==> src/rtl/store_align_unit.sv <==
// ---------------------------------------------------------------------------
// store_align_unit
//
// Performs byte, halfword and word stores into a 32-bit word-addressed RAM
// with a one-cycle synchronous read. Sub-word stores do read-modify-write:
// the old word is read, the new bytes are merged into the addressed lanes,
// and the merged word is written back. Word stores skip the read.
//
// Byte lanes are little-endian: data byte i of the store goes to lane
// (addr[1:0] + i) mod 4. This is equivalent to rotating the old word right
// by 8*addr[1:0], overwriting the low bytes, and rotating back left. A
// halfword at offset 3 therefore wraps into lanes [31:24] and [7:0] of the
// same word, and a word store at a non-zero offset is written rotated.
//
// Ports
//   clk          rising-edge clock
//   rst          asynchronous, active-high reset
//   req          store request, sampled only while idle
//   addr         byte address; bits [ADDR_W+1:2] select the RAM word
//   wdata        store data, right-justified for byte and halfword
//   size         00 byte, 01 halfword, 10 word, 11 treated as word
//   ram_q        RAM read data, valid one cycle after the address
//   ram_address  RAM word address
//   ram_data     RAM write data
//   ram_wren     RAM write enable, high only in the write cycle
//   busy         high while a store is in flight
//   done         one-cycle pulse in the write cycle of each store
// ---------------------------------------------------------------------------
module store_align_unit #(
    parameter int ADDR_W = 16
) (
    input  logic              clk,
    input  logic              rst,
    input  logic              req,
    input  logic [31:0]       addr,
    input  logic [31:0]       wdata,
    input  logic [1:0]        size,
    input  logic [31:0]       ram_q,
    output logic [ADDR_W-1:0] ram_address,
    output logic [31:0]       ram_data,
    output logic              ram_wren,
    output logic              busy,
    output logic              done
);

    typedef enum logic [1:0] {
        IDLE  = 2'd0,
        READ  = 2'd1,
        MERGE = 2'd2,
        WRITE = 2'd3
    } state_t;

    state_t      state;
    logic [1:0]  lane;
    logic [1:0]  size_q;
    logic [31:0] wdata_q;

    // Address bits above the RAM word address are deliberately ignored.
    logic addr_unused;
    assign addr_unused = ^addr[31:ADDR_W+2];

    // Rotate left by 8*r bits.
    function automatic logic [31:0] rotl8(input logic [31:0] x, input logic [1:0] r);
        logic [31:0] y;
        case (r)
            2'd0:    y = x;
            2'd1:    y = {x[23:0], x[31:24]};
            2'd2:    y = {x[15:0], x[31:16]};
            default: y = {x[7:0],  x[31:8]};
        endcase
        return y;
    endfunction

    // Rotate right by 8*r bits.
    function automatic logic [31:0] rotr8(input logic [31:0] x, input logic [1:0] r);
        logic [31:0] y;
        case (r)
            2'd0:    y = x;
            2'd1:    y = {x[7:0],  x[31:8]};
            2'd2:    y = {x[15:0], x[31:16]};
            default: y = {x[23:0], x[31:24]};
        endcase
        return y;
    endfunction

    // Bring the addressed lane down to bit 0, overwrite the store bytes
    // there, then rotate back so the bytes land in their lanes (with
    // wrap-around inside the word for a halfword at offset 3).
    function automatic logic [31:0] merge_word(input logic [31:0] old,
                                               input logic [31:0] data,
                                               input logic [1:0]  sz,
                                               input logic [1:0]  r);
        logic [31:0] v;
        v = rotr8(old, r);
        case (sz)
            2'b00:   v[7:0]  = data[7:0];
            2'b01:   v[15:0] = data[15:0];
            default: v       = data;
        endcase
        return rotl8(v, r);
    endfunction

    // Control and the RAM-facing registers share the asynchronous reset so
    // that ram_wren, ram_address and ram_data all clear the moment rst rises.
    always_ff @(posedge clk or posedge rst) begin
        if (rst) begin
            state       <= IDLE;
            lane        <= 2'd0;
            size_q      <= 2'b00;
            wdata_q     <= 32'd0;
            ram_address <= '0;
            ram_data    <= 32'd0;
        end else begin
            case (state)
                IDLE: begin
                    if (req) begin
                        lane        <= addr[1:0];
                        size_q      <= size;
                        wdata_q     <= wdata;
                        ram_address <= addr[ADDR_W+1:2];
                        // A word store is complete as soon as it is rotated;
                        // sub-word stores overwrite this after the merge.
                        ram_data    <= rotl8(wdata, addr[1:0]);
                        if (size[1]) begin
                            state <= WRITE;
                        end else begin
                            state <= READ;
                        end
                    end
                end
                READ: begin
                    state <= MERGE;
                end
                MERGE: begin
                    // ram_q now holds the old word addressed during READ.
                    ram_data <= merge_word(ram_q, wdata_q, size_q, lane);
                    state    <= WRITE;
                end
                WRITE: begin
                    state <= IDLE;
                end
                default: begin
                    state <= IDLE;
                end
            endcase
        end
    end

    // Pure state decodes: no path from req, and an asynchronous reset of the
    // state register drops them immediately.
    assign busy     = (state != IDLE);
    assign done     = (state == WRITE);
    assign ram_wren = (state == WRITE);

endmodule

==> config.mk <==
export PLATFORM = sky130hd
export DESIGN_NAME = store_align_unit
export DESIGN_NICKNAME = d
export VERILOG_FILES = /design/src/rtl/store_align_unit.sv
export SDC_FILE = /design/constraint.sdc
export NUM_CORES = 1
export LEC_CHECK = 0
export BUFFER_PORTS_ARGS = -buffer_cell sky130_fd_sc_hd__buf_2
export CORE_UTILIZATION = 55
export DETAILED_ROUTE_END_ITERATION = 6
export MAX_ROUTING_LAYER = met4
export PLACE_DENSITY = 0.82
export SETUP_SLACK_MARGIN = 0.2
export SLEW_MARGIN = 20
export SYNTH_ARGS = -nofsm -noshare
export SYNTH_HDL_FRONTEND = slang
export SYNTH_SLANG_ARGS = --single-unit
==> constraint.sdc <==
create_clock -name clk -period 3.2 [get_ports clk]
set_input_delay 0 -clock clk [delete_from_list [all_inputs] [get_ports clk]]
set_output_delay 0 -clock clk [all_outputs]
set_load 0.01 [all_outputs]
# Word level (Yosys, flattened, before mapping)
# Index checks and enable logic that the tools add are counted.
[word_totals] word_cells=34 in_bits=101 register_bits=86
[classes] muxes=10 eq_ne=9 reduce_logical=9
[ops] cell="32-bit case mux with 3 select lines" n=3
[ops] cell="32-bit case mux with 2 select lines" n=1
[ops] cell="32-bit 2-to-1 mux" n=1
[ops] cell="16-bit 2-to-1 mux" n=1
[ops] cell="2-bit by 1-bit equality test with 1-bit output, second input constant" n=4
[ops] cell="2-bit equality test, second input constant" n=4
[ops] cell="2-bit zero test" n=4
[ops] cell="8-bit 2-to-1 mux" n=1
[ops] cell="2-bit case mux with 4 select lines" n=1
[ops] cell="2-bit 2-to-1 mux" n=2
[ops] cell="2-bit AND reduction" n=2
[ops] cell="2-bit nonzero test" n=2
[ops] cell="2-bit inequality test, second input constant" n=1
[ops] cell="2-bit OR reduction" n=1

# Longest topological paths before layout
# Gate-level depths: netlist (run 1).
[depth] depth_word=5 depth_mapped=8

# Least setup slack after synthesis (run 1)
# No wires, ideal clock.
[synth_timing] kind="flip-flop to flip-flop" startpoint="register state[0]" endpoint="register ram_data[28]" path_stages_with_launch=9 required_time_ns=3.077 slack_ns=1.441 path_buffers=1 arrival_time_ns=1.636 period_less_slack_ns=1.759 path_cell_list="dfrtp_1 -> inv_1 -> ha_1 -> mux2_2 -> buf_2 -> nand2_2 -> a211oi_1 -> a211oi_1 -> nand2_1"
[synth_between] elab_chain_len=3 elab_cells_between_ends=6 cone_classes="2 x eq/ne; 1 x mux; 3 x reduce/logical"
[synth_rtl] item="from (decl)" line_no="53" source="state_t state;"
[synth_rtl] item="from (signal assigned)" line_no="107" source="state <= IDLE;"
[synth_rtl] item="from (signal assigned)" line_no="125" source="state <= WRITE;"
[synth_rtl] item="from (signal assigned)" line_no="127" source="state <= READ;"
[synth_rtl] item="2-bit equality test or 2-bit zero test (tied branches)" line_no="114" source="case (state)"
[synth_rtl] item="2-bit nonzero test (no line) or 2-bit inequality test (tied branches)"
[synth_rtl] item="2-bit AND reduction (no line)"
[synth_rtl] item="to (signal assigned)" line_no="123" source="ram_data <= rotl8(wdata, addr[1:0]);"
[synth_rtl] item="to (signal assigned)" line_no="136" source="ram_data <= merge_word(ram_q, wdata_q, size_q, lane);"
[synth_rtl] item="to (decl)" line_no="40" source="output logic [31:0] ram_data,"
# Parallel ways exist; a longest one is shown, timed or not.
# A chain may end at the register's enable or synchronous reset.

# Worst setup path after layout (run 1)
[layout_timing] startpoint="register lane[0]" endpoint="register ram_data[14]"
[layout_between] elab_chain_len=5 elab_cells_between_ends=8 cone_classes="2 x eq/ne; 5 x mux; 1 x reduce/logical"
[layout_rtl] item="from (decl)" line_no="54" source="logic [1:0] lane;"
[layout_rtl] item="from (signal assigned)" line_no="117" source="lane <= addr[1:0];"
[layout_rtl] item="2-bit equality test (tied with other cells)" line_no="65, 77"
[layout_rtl] item="32-bit case mux with 3 select lines" line_no="77" source="case (r)"
[layout_rtl] item="16-bit 2-to-1 mux or 8-bit 2-to-1 mux (tied branches)" line_no="95" source="case (sz)"
[layout_rtl] item="32-bit case mux with 3 select lines *" line_no="65" source="case (r)"
[layout_rtl] item="32-bit case mux with 2 select lines *" line_no="114"
# Mark *: on every way between the ends. The rest lies on a longest branch, timed or not.

==> impl_metrics.env, run 1 <==
export IMPL_die_h_um=107
export IMPL_timing_critical_path_cells="inv_2, nor2_1, a31oi_1, a221o_1"
export IMPL_muxShareOfSynthArea_pct=20.7
export IMPL_pwr_density_cell_nw_per_um2=953
export IMPL_final_hold_violation_count=0
export IMPL_critPathSlowestCell="sky130_fd_sc_hd__dfrtp_1"
export IMPL_io_pin_count=152
export IMPL_placed_cells_incl_taps=899
export IMPL_max_freq_mhz=408
export IMPL_number_of_buffers_added_on_ports=137
export IMPL_hold_path_class="in -> reg"
export IMPL_area_growth_synth_to_final_pct=22.5
export IMPL_final_common_cell="sky130_fd_sc_hd__buf_2"
export IMPL_reg2regPathDepth=4
export IMPL_fin_tns_setup_ps=0
export IMPL_grt_use_total_pct=34.8
export IMPL_finalCoreUtilization_pct=69.1
export IMPL_synth_edf_count=0
export IMPL_path_buf_inv=1
export IMPL_hold_path_endpoint="ram_data[29]$_DFFE_PP0P_"
export IMPL_violations_in_the_final_reports="DRC"
export IMPL_hold_depth=4
export IMPL_die_width_um=107
export IMPL_worstPathMaxFanout=21
export IMPL_fin_crit_sh_pct=76.6
export IMPL_max_cap_violations=0
export IMPL_cp_launch_type="flop"
export IMPL_clock_tree_from_tritoncts="built"
export IMPL_synth_compound_area_share_pct=25.0
export IMPL_clock_tree_buffer_depth=2
export IMPL_synth_adder_area_share_pct=0.614
export IMPL_most_common_layout_cells="137 x sky130_fd_sc_hd__buf_2, 85 x sky130_fd_sc_hd__dfrtp_1, 80 x sky130_fd_sc_hd__a21oi_1, 62 x sky130_fd_sc_hd__nand2_1, 59 x sky130_fd_sc_hd__mux2_2"
export IMPL_max_slew_margin_rel_pct=45.4
export IMPL_cts_root_buf="sky130_fd_sc_hd__clkbuf_8"
export IMPL_finalWorstPathRequiredPeriod_ps=2450
export IMPL_power_frac_clock_pct=10.4
export IMPL_run_status="finished with violations"
export IMPL_cts_made_buffers=9
export IMPL_cp_top_family="flip-flops"
export IMPL_endpoint_of_the_lowest_slack_register_to_register_path="ram_data[14]$_DFFE_PP0P_"
export IMPL_p_total_uw=7140
export IMPL_critPathArrivalTime_ps=2710
export IMPL_grt_antenna_before_repair=0
export IMPL_fill_cell_instance_count_of_the_final_layout=850
export IMPL_ys_seq_area_share_pct=35.2
export IMPL_fin_skew_ps=9.44
export IMPL_antennaDiodeCount=0
export IMPL_dr_total_vias=6261
export IMPL_design_die_area_um2=11500
export IMPL_largest_family_of_logic_cells_by_synthesized_area="compound AO/OA/AOI/OAI gates"
export IMPL_crit_required_ps=3460
export IMPL_dp_hpwl_mm=12.8
export IMPL_yosys_most_used_dff="sky130_fd_sc_hd__dfrtp_1"
export IMPL_synth_cell_area_um2=6120
export IMPL_syn_num_nets=763
export IMPL_cts_htree_levels=3
export IMPL_design_core_area_um2=10800
export IMPL_wl_per_cell_um=19.8
export IMPL_route_final_wire_length_mm=19.1
export IMPL_rsz0062_at_grt="false"
export IMPL_overflow=0
export IMPL_synth_top_area_share_pct=35.2
export IMPL_seq_power_share_pct=30.5
export IMPL_synthesis_instances=659
export IMPL_post_cts_buffers=0
export IMPL_design_final_nets=925
export IMPL_worst_path_largest_cell_delay_ps=760
export IMPL_regArea_um2=2150
export IMPL_drt_iter0_drc=880
export IMPL_internal_power_uw=3770
export IMPL_synth_seq_cells=86
export IMPL_biggest_area_consumer_among_synthesized_cells="sky130_fd_sc_hd__dfrtp_1"
export IMPL_layoutNonFillerInstCount=966
export IMPL_grt_max_degree=53
export IMPL_vdd_ir_drop_worst_mv=0.527
export IMPL_clkSlewWorstSetupHoldPaths_ps=90
export IMPL_rd_place_congestion=0.968
export IMPL_avgSynthCellArea_um2=9.28
export IMPL_drc=4
export IMPL_worstSetupEndpointType="flop"
export IMPL_insertion_delay_ps=370
export IMPL_synth_warning_count=0
export IMPL_critical_path_startpoint="lane[0]$_DFFE_PP0P_"
export IMPL_r2r_start="lane[0]$_DFFE_PP0P_"
export IMPL_multi_input_comb_area_um2=3600
export IMPL_timing_worst_slew_pin_value_ps=818
export IMPL_power_share_combinational_pct=59.1
export IMPL_post_synth_cell_types=61
export IMPL_drt_pass1_iterations=7
export IMPL_share_of_synthesized_cell_area_in_and_or_nand_and_nor_gates_pct=12.5
export IMPL_setup_violations_final=0
export IMPL_hold_start="ram_q[29]"
export IMPL_grt_pass1_wl_mm=30.0
export IMPL_synth_xor_area_share_pct=0
export IMPL_reg2reg_slack_ps=750
export IMPL_crit_type="reg -> reg"
export IMPL_synth_top_cells_by_area="sky130_fd_sc_hd__dfrtp_1 35%, sky130_fd_sc_hd__mux2_2 11%, sky130_fd_sc_hd__a21oi_1 6.5%"
export IMPL_clock_sinks=86
export IMPL_drt_antenna_violating_nets=0
export IMPL_post_drt_via_cell_ratio=6.48
export IMPL_p_sw_uw=3370
export IMPL_synth_async_sr_flop_share_pct=100
export IMPL_layout_drive_gt1_share_pct=32.0
export IMPL_power_switching_share_pct=47.2
export IMPL_first_global_vias=6050
export IMPL_core_rowCount=38
export IMPL_slew_viol_final=0
export IMPL_static_leakage_power_uw=0.00329
export IMPL_start_util_pct=56.4
[cell usage after synthesis, types with 11 or more instances]
cell type                  number
sky130_fd_sc_hd__nor2b_1       15
sky130_fd_sc_hd__o211ai_1      11
sky130_fd_sc_hd__a21oi_1       80
sky130_fd_sc_hd__o21ai_0       48
sky130_fd_sc_hd__buf_2         32
sky130_fd_sc_hd__mux2i_1       20
sky130_fd_sc_hd__mux2_2        59
sky130_fd_sc_hd__mux4_2        16
sky130_fd_sc_hd__nand2_1       62
sky130_fd_sc_hd__inv_1         11
sky130_fd_sc_hd__nor2_1        50
sky130_fd_sc_hd__a211oi_1      19
sky130_fd_sc_hd__dfrtp_1       86
[worst reg2reg max path, delay by kind of cell, from the launching register on]
family	cells	cell delay, ps
buffers and inverters	1	370
and+or+nand+nor	1	700
DFF	1	760
AOI/OAI and AO/OA	2	510
[cell families after synthesis]
family,Yosys count
compound gates,238
simple gates,168
mux,97
flops,86
buf+inv,67
fa+ha+maj,3
[state kept, by name, indices dropped and copies added (netlist names)]
name and cells:
state 2, lane 2, wdata_q 32, ram_data 32, size_q 2, ram_address 16
[per-layer routing]
layer	vias up	part of all wire [%]	global-route usage (%)	routed length [um]
li1	2791	-	-	-
met1	2933	39	43.2	7390
met2	446	47	54.7	8980
met3	91	10	5.51	1950
met4	0	4.1	19.2	784
met5	-	0	-	0
[stage by stage]
step | cell area [um2] | hold slack, ps | setup slack (ps)
global route | 7490 | 21.2 | 669
detailed placement | 6800 | 48.6 | 896
floorplan | 6120 | 150 | 978
finish | 7490 | 20.1 | 750
global placement | 6800 | 40.2 | 942
CTS | 7490 | 8.80 | 867
[what timing repair did]
action                    CTS  global route
hold endpoints to repair   77             0
hold buffers               51             0
gates resized for setup     0             0
[how the worst max path moves through the flow]
stage                          endpoint  slack [ps]  cells after the start
6_report       ram_data[14]$_DFFE_PP0P_         750                      4
2_1_floorplan       lane[0]$_DFFE_PP0P_         980                      1
3_5_place_dp   ram_data[27]$_DFFE_PP0P_         900                      8
5_1_grt        ram_data[27]$_DFFE_PP0P_         670                      8
3_3_place_gp   ram_data[14]$_DFFE_PP0P_         940                      4
4_1_cts        ram_data[27]$_DFFE_PP0P_         870                      8
[area by class of cell]
class | instances | area share [%]
Clock buffer | 12 | 1.80
Sequential cell | 86 | 28.7
Clock inverter | 4 | 0.635
Inverter | 12 | 0.618
Multi-Input combinational cell | 506 | 48.1
Tap cell | 140 | 2.34
Timing Repair Buffer | 206 | 17.8
[power groups by stage]
| stage | clock network [uW] | logic, uW | registers [uW] |
|---|---|---|---|
| 6_report | 743 | 4220 | 2180 |
| 5_1_grt | 795 | 4560 | 2230 |
| 4_1_cts | 750 | 4110 | 2150 |
| 3_5_place_dp | 0 | 4050 | 2160 |
| 3_3_place_gp | 0 | 3930 | 2130 |
| 2_1_floorplan | 0 | 3020 | 2070 |
No activity file was read; power rests on OpenSTA's default activity.
==> run 2: changes to the inputs <==
- ABC_AREA: default -> 1
- CORE_UTILIZATION: 55 -> 50
- PLACE_DENSITY: 0.82 -> 0.78
- clock period: 3.2 -> 2.1 ns (I/O delays scaled with it)
==> impl_metrics.env, run 2 <==
export IMPL_drc=0
export IMPL_design_core_area_um2=12600
export IMPL_synthesis_instances=1014
export IMPL_worst_hold_slack_ps=16.7
export IMPL_yosys_most_used_dff="sky130_fd_sc_hd__dfrtp_1"
export IMPL_cp_top_family="buffers and inverters"
export IMPL_drt_iter0_drc=977
export IMPL_pwr_density_cell_nw_per_um2=1550
export IMPL_hold_start="wdata[11]"
export IMPL_dr_total_vias=7563
export IMPL_clock_tree_from_tritoncts="built"
export IMPL_wl_per_cell_um=15.9
export IMPL_core_rowCount=41
export IMPL_placed_cells_incl_taps=1277
export IMPL_start_util_pct=51.3
export IMPL_cts_htree_levels=3
export IMPL_synth_cell_area_um2=6480
export IMPL_post_synth_cell_types=30
export IMPL_cp_launch_type="flop"
export IMPL_max_cap_violations=0
export IMPL_design_die_area_um2=13400
export IMPL_clock_tree_buffer_depth=2
export IMPL_synth_edf_count=0
export IMPL_layoutNonFillerInstCount=1328
export IMPL_final_common_cell="sky130_fd_sc_hd__nand2_1"
export IMPL_synth_warning_count=0
export IMPL_path_buf_inv=4
export IMPL_synth_top_area_share_pct=33.2
export IMPL_critPathSlowestCell="sky130_fd_sc_hd__dfrtp_1"
export IMPL_synth_common_cells="347 x sky130_fd_sc_hd__nand2_1, 117 x sky130_fd_sc_hd__a21oi_1, 95 x sky130_fd_sc_hd__o21ai_0"
export IMPL_most_common_layout_cells="344 x sky130_fd_sc_hd__nand2_1, 137 x sky130_fd_sc_hd__buf_2, 113 x sky130_fd_sc_hd__a21oi_1, 95 x sky130_fd_sc_hd__o21ai_0, 85 x sky130_fd_sc_hd__dfrtp_1"
export IMPL_dp_hpwl_mm=14.1
export IMPL_static_leakage_power_uw=0.00400
export IMPL_route_final_wire_length_mm=21.1
export IMPL_grt_antenna_before_repair=0
export IMPL_timing_worst_slew_pin_value_ps=582
export IMPL_fill_cell_instance_count_of_the_final_layout=1198
export IMPL_timing_critical_path_cells="inv_1, ha_2, inv_2, o21ai_2, inv_2, buf_4, a21oi_1, a21oi_1"
export IMPL_synth_top_cells_by_area="sky130_fd_sc_hd__dfrtp_1 33%, sky130_fd_sc_hd__nand2_1 20%, sky130_fd_sc_hd__a21oi_1 9.0%"
export IMPL_drt_pass1_iterations=5
export IMPL_biggest_area_consumer_among_synthesized_cells="sky130_fd_sc_hd__dfrtp_1"
export IMPL_overflow=0
export IMPL_grt_pass1_wl_mm=32.8
export IMPL_critical_path_startpoint="state[0]$_DFFE_PP0P_"
export IMPL_run_status="completed"
export IMPL_rd_place_congestion=0.960
export IMPL_crit_type="reg -> reg"
export IMPL_layout_drive_gt1_share_pct=20.8
export IMPL_number_of_buffers_added_on_ports=137
export IMPL_area_growth_synth_to_final_pct=22.4
export IMPL_finalCoreUtilization_pct=62.9
export IMPL_setup_violations_final=0
export IMPL_fin_tns_setup_ps=0
export IMPL_die_width_um=116
export IMPL_drt_antenna_violating_nets=0
export IMPL_io_pin_count=152
export IMPL_avgSynthCellArea_um2=6.39
export IMPL_crit_required_ps=2320
export IMPL_worstSetupEndpointType="flop"
export IMPL_critPathArrivalTime_ps=2060
export IMPL_finalWorstPathRequiredPeriod_ps=1840
export IMPL_grt_max_degree=69
export IMPL_largest_registers="ram_data x32, wdata_q x32, ram_address x16"
export IMPL_die_h_um=116
export IMPL_r2r_start="state[0]$_DFFE_PP0P_"
export IMPL_max_freq_mhz=543
export IMPL_final_hold_violation_count=0
export IMPL_worst_path_largest_cell_delay_ps=390
export IMPL_synth_seq_cells=86
export IMPL_ys_seq_area_share_pct=33.2
export IMPL_post_drt_via_cell_ratio=5.70
export IMPL_rsz0062_at_grt="true"
export IMPL_hold_path_class="in -> reg"
export IMPL_worstPathMaxFanout=15
export IMPL_insertion_delay_ps=340
export IMPL_clock_sinks=86
export IMPL_max_slew_margin_rel_pct=61.1
export IMPL_fin_crit_sh_pct=87.8
export IMPL_cts_root_buf="sky130_fd_sc_hd__clkbuf_16"
export IMPL_cts_made_buffers=9
export IMPL_grt_use_total_pct=32.8
export IMPL_design_final_nets=1255
export IMPL_yosysMostFrequentCell="sky130_fd_sc_hd__nand2_1"
export IMPL_slew_viol_final=0
export IMPL_antennaDiodeCount=0
export IMPL_vdd_ir_drop_worst_mv=0.665
export IMPL_synth_async_sr_flop_share_pct=100
export IMPL_fin_skew_ps=5.99
export IMPL_first_global_vias=6436
export IMPL_clkSlewWorstSetupHoldPaths_ps=70
export IMPL_syn_num_nets=1118
run 2: changes by cell type after synthesis, moves of 15 or more:
cell                       delta
sky130_fd_sc_hd__nand2_1    +285
sky130_fd_sc_hd__mux2_2      -59
sky130_fd_sc_hd__nand3_1     +59
sky130_fd_sc_hd__inv_1       +54
sky130_fd_sc_hd__o21ai_0     +47
sky130_fd_sc_hd__a21oi_1     +37
sky130_fd_sc_hd__clkbuf_1    +27
sky130_fd_sc_hd__mux2i_1     -20
sky130_fd_sc_hd__nor2_1      +20
sky130_fd_sc_hd__o21ai_1     +20
sky130_fd_sc_hd__a211oi_1    -19
sky130_fd_sc_hd__buf_2       -16
sky130_fd_sc_hd__mux4_2      -16
sky130_fd_sc_hd__nor2b_1     -15
run 2: final cells by class:
type                       instances  area [um2]  area share [%]
clock inverter                     7        56.3           0.710
tap                              172         215            2.71
clock buffer                       9         225            2.84
multi-input combinational        786        3700            46.7
sequential                        86        2160            27.2
inverter                          72         290            3.66
timing repair buffer             196        1280            16.2
run 2: worst min-delay path: cells and delay by family:
family | cells | cell delay, ps
AO/OA/AOI/OAI | 1 | 90
buffers and inverters | 2 | 220
run 2: worst paths after layout:
path                                               end  slack (ps)  cells after the start
setup / recovery              ram_data[22]$_DFFE_PP0P_         260                      8
hold reg to reg            ram_address[15]$_DFFE_PP0P_         480                      2
hold / removal                 wdata_q[11]$_DFFE_PP0P_          20                      3
min in group asynchronous     ram_data[17]$_DFFE_PP0P_         260                      3
max in group asynchronous       wdata_q[7]$_DFFE_PP0P_        1170                      4
setup reg to reg              ram_data[22]$_DFFE_PP0P_         260                      8
run 2: power by group:
part           switching (uW)  total, uW  internal (uW)
Clock                     713       1530            817
Sequential                546       3040           2500
Combinational            5050       7750           2700
Total                    6310      12300           6010
run 2: cell families (layout without fill, tap and decap cells):
group	after synthesis	after routing	synth area share, %
compound gates	271	271	22.8
fa+ha+maj	3	3	0.579
buf+inv	145	284	10.8
flops	86	86	33.2
simple gates	509	512	32.6
run 2: timing repair:
action                                  4_1_cts  5_1_grt
resized for setup                             0       19
hold endpoints to repair                     49        0
setup buffers                                 0        6
hold buffers                                 26        0
endpoints found under the setup margin        0       35
run 2: metal layers:
layer | GRT usage (%) | routed length [um] | vias up
met4 | 6.84 | 282 | 0
met3 | 7.58 | 2620 | 31
li1 | - | - | 3593
met2 | 44.6 | 8710 | 479
met1 | 49.1 | 9490 | 3460
met5 | - | 0 | -
run 2: per-stage QoR:
stage / setup slack [ps] / total power (uW) / instance area [um2]
final: 257 / 12300 / 7930
after global routing: 184 / 13300 / 7930
after CTS: 248 / 11800 / 7760
after detailed placement: 251 / 10200 / 7220
after global placement: 285 / 10000 / 7220
after floorplan: 570 / 8260 / 6480
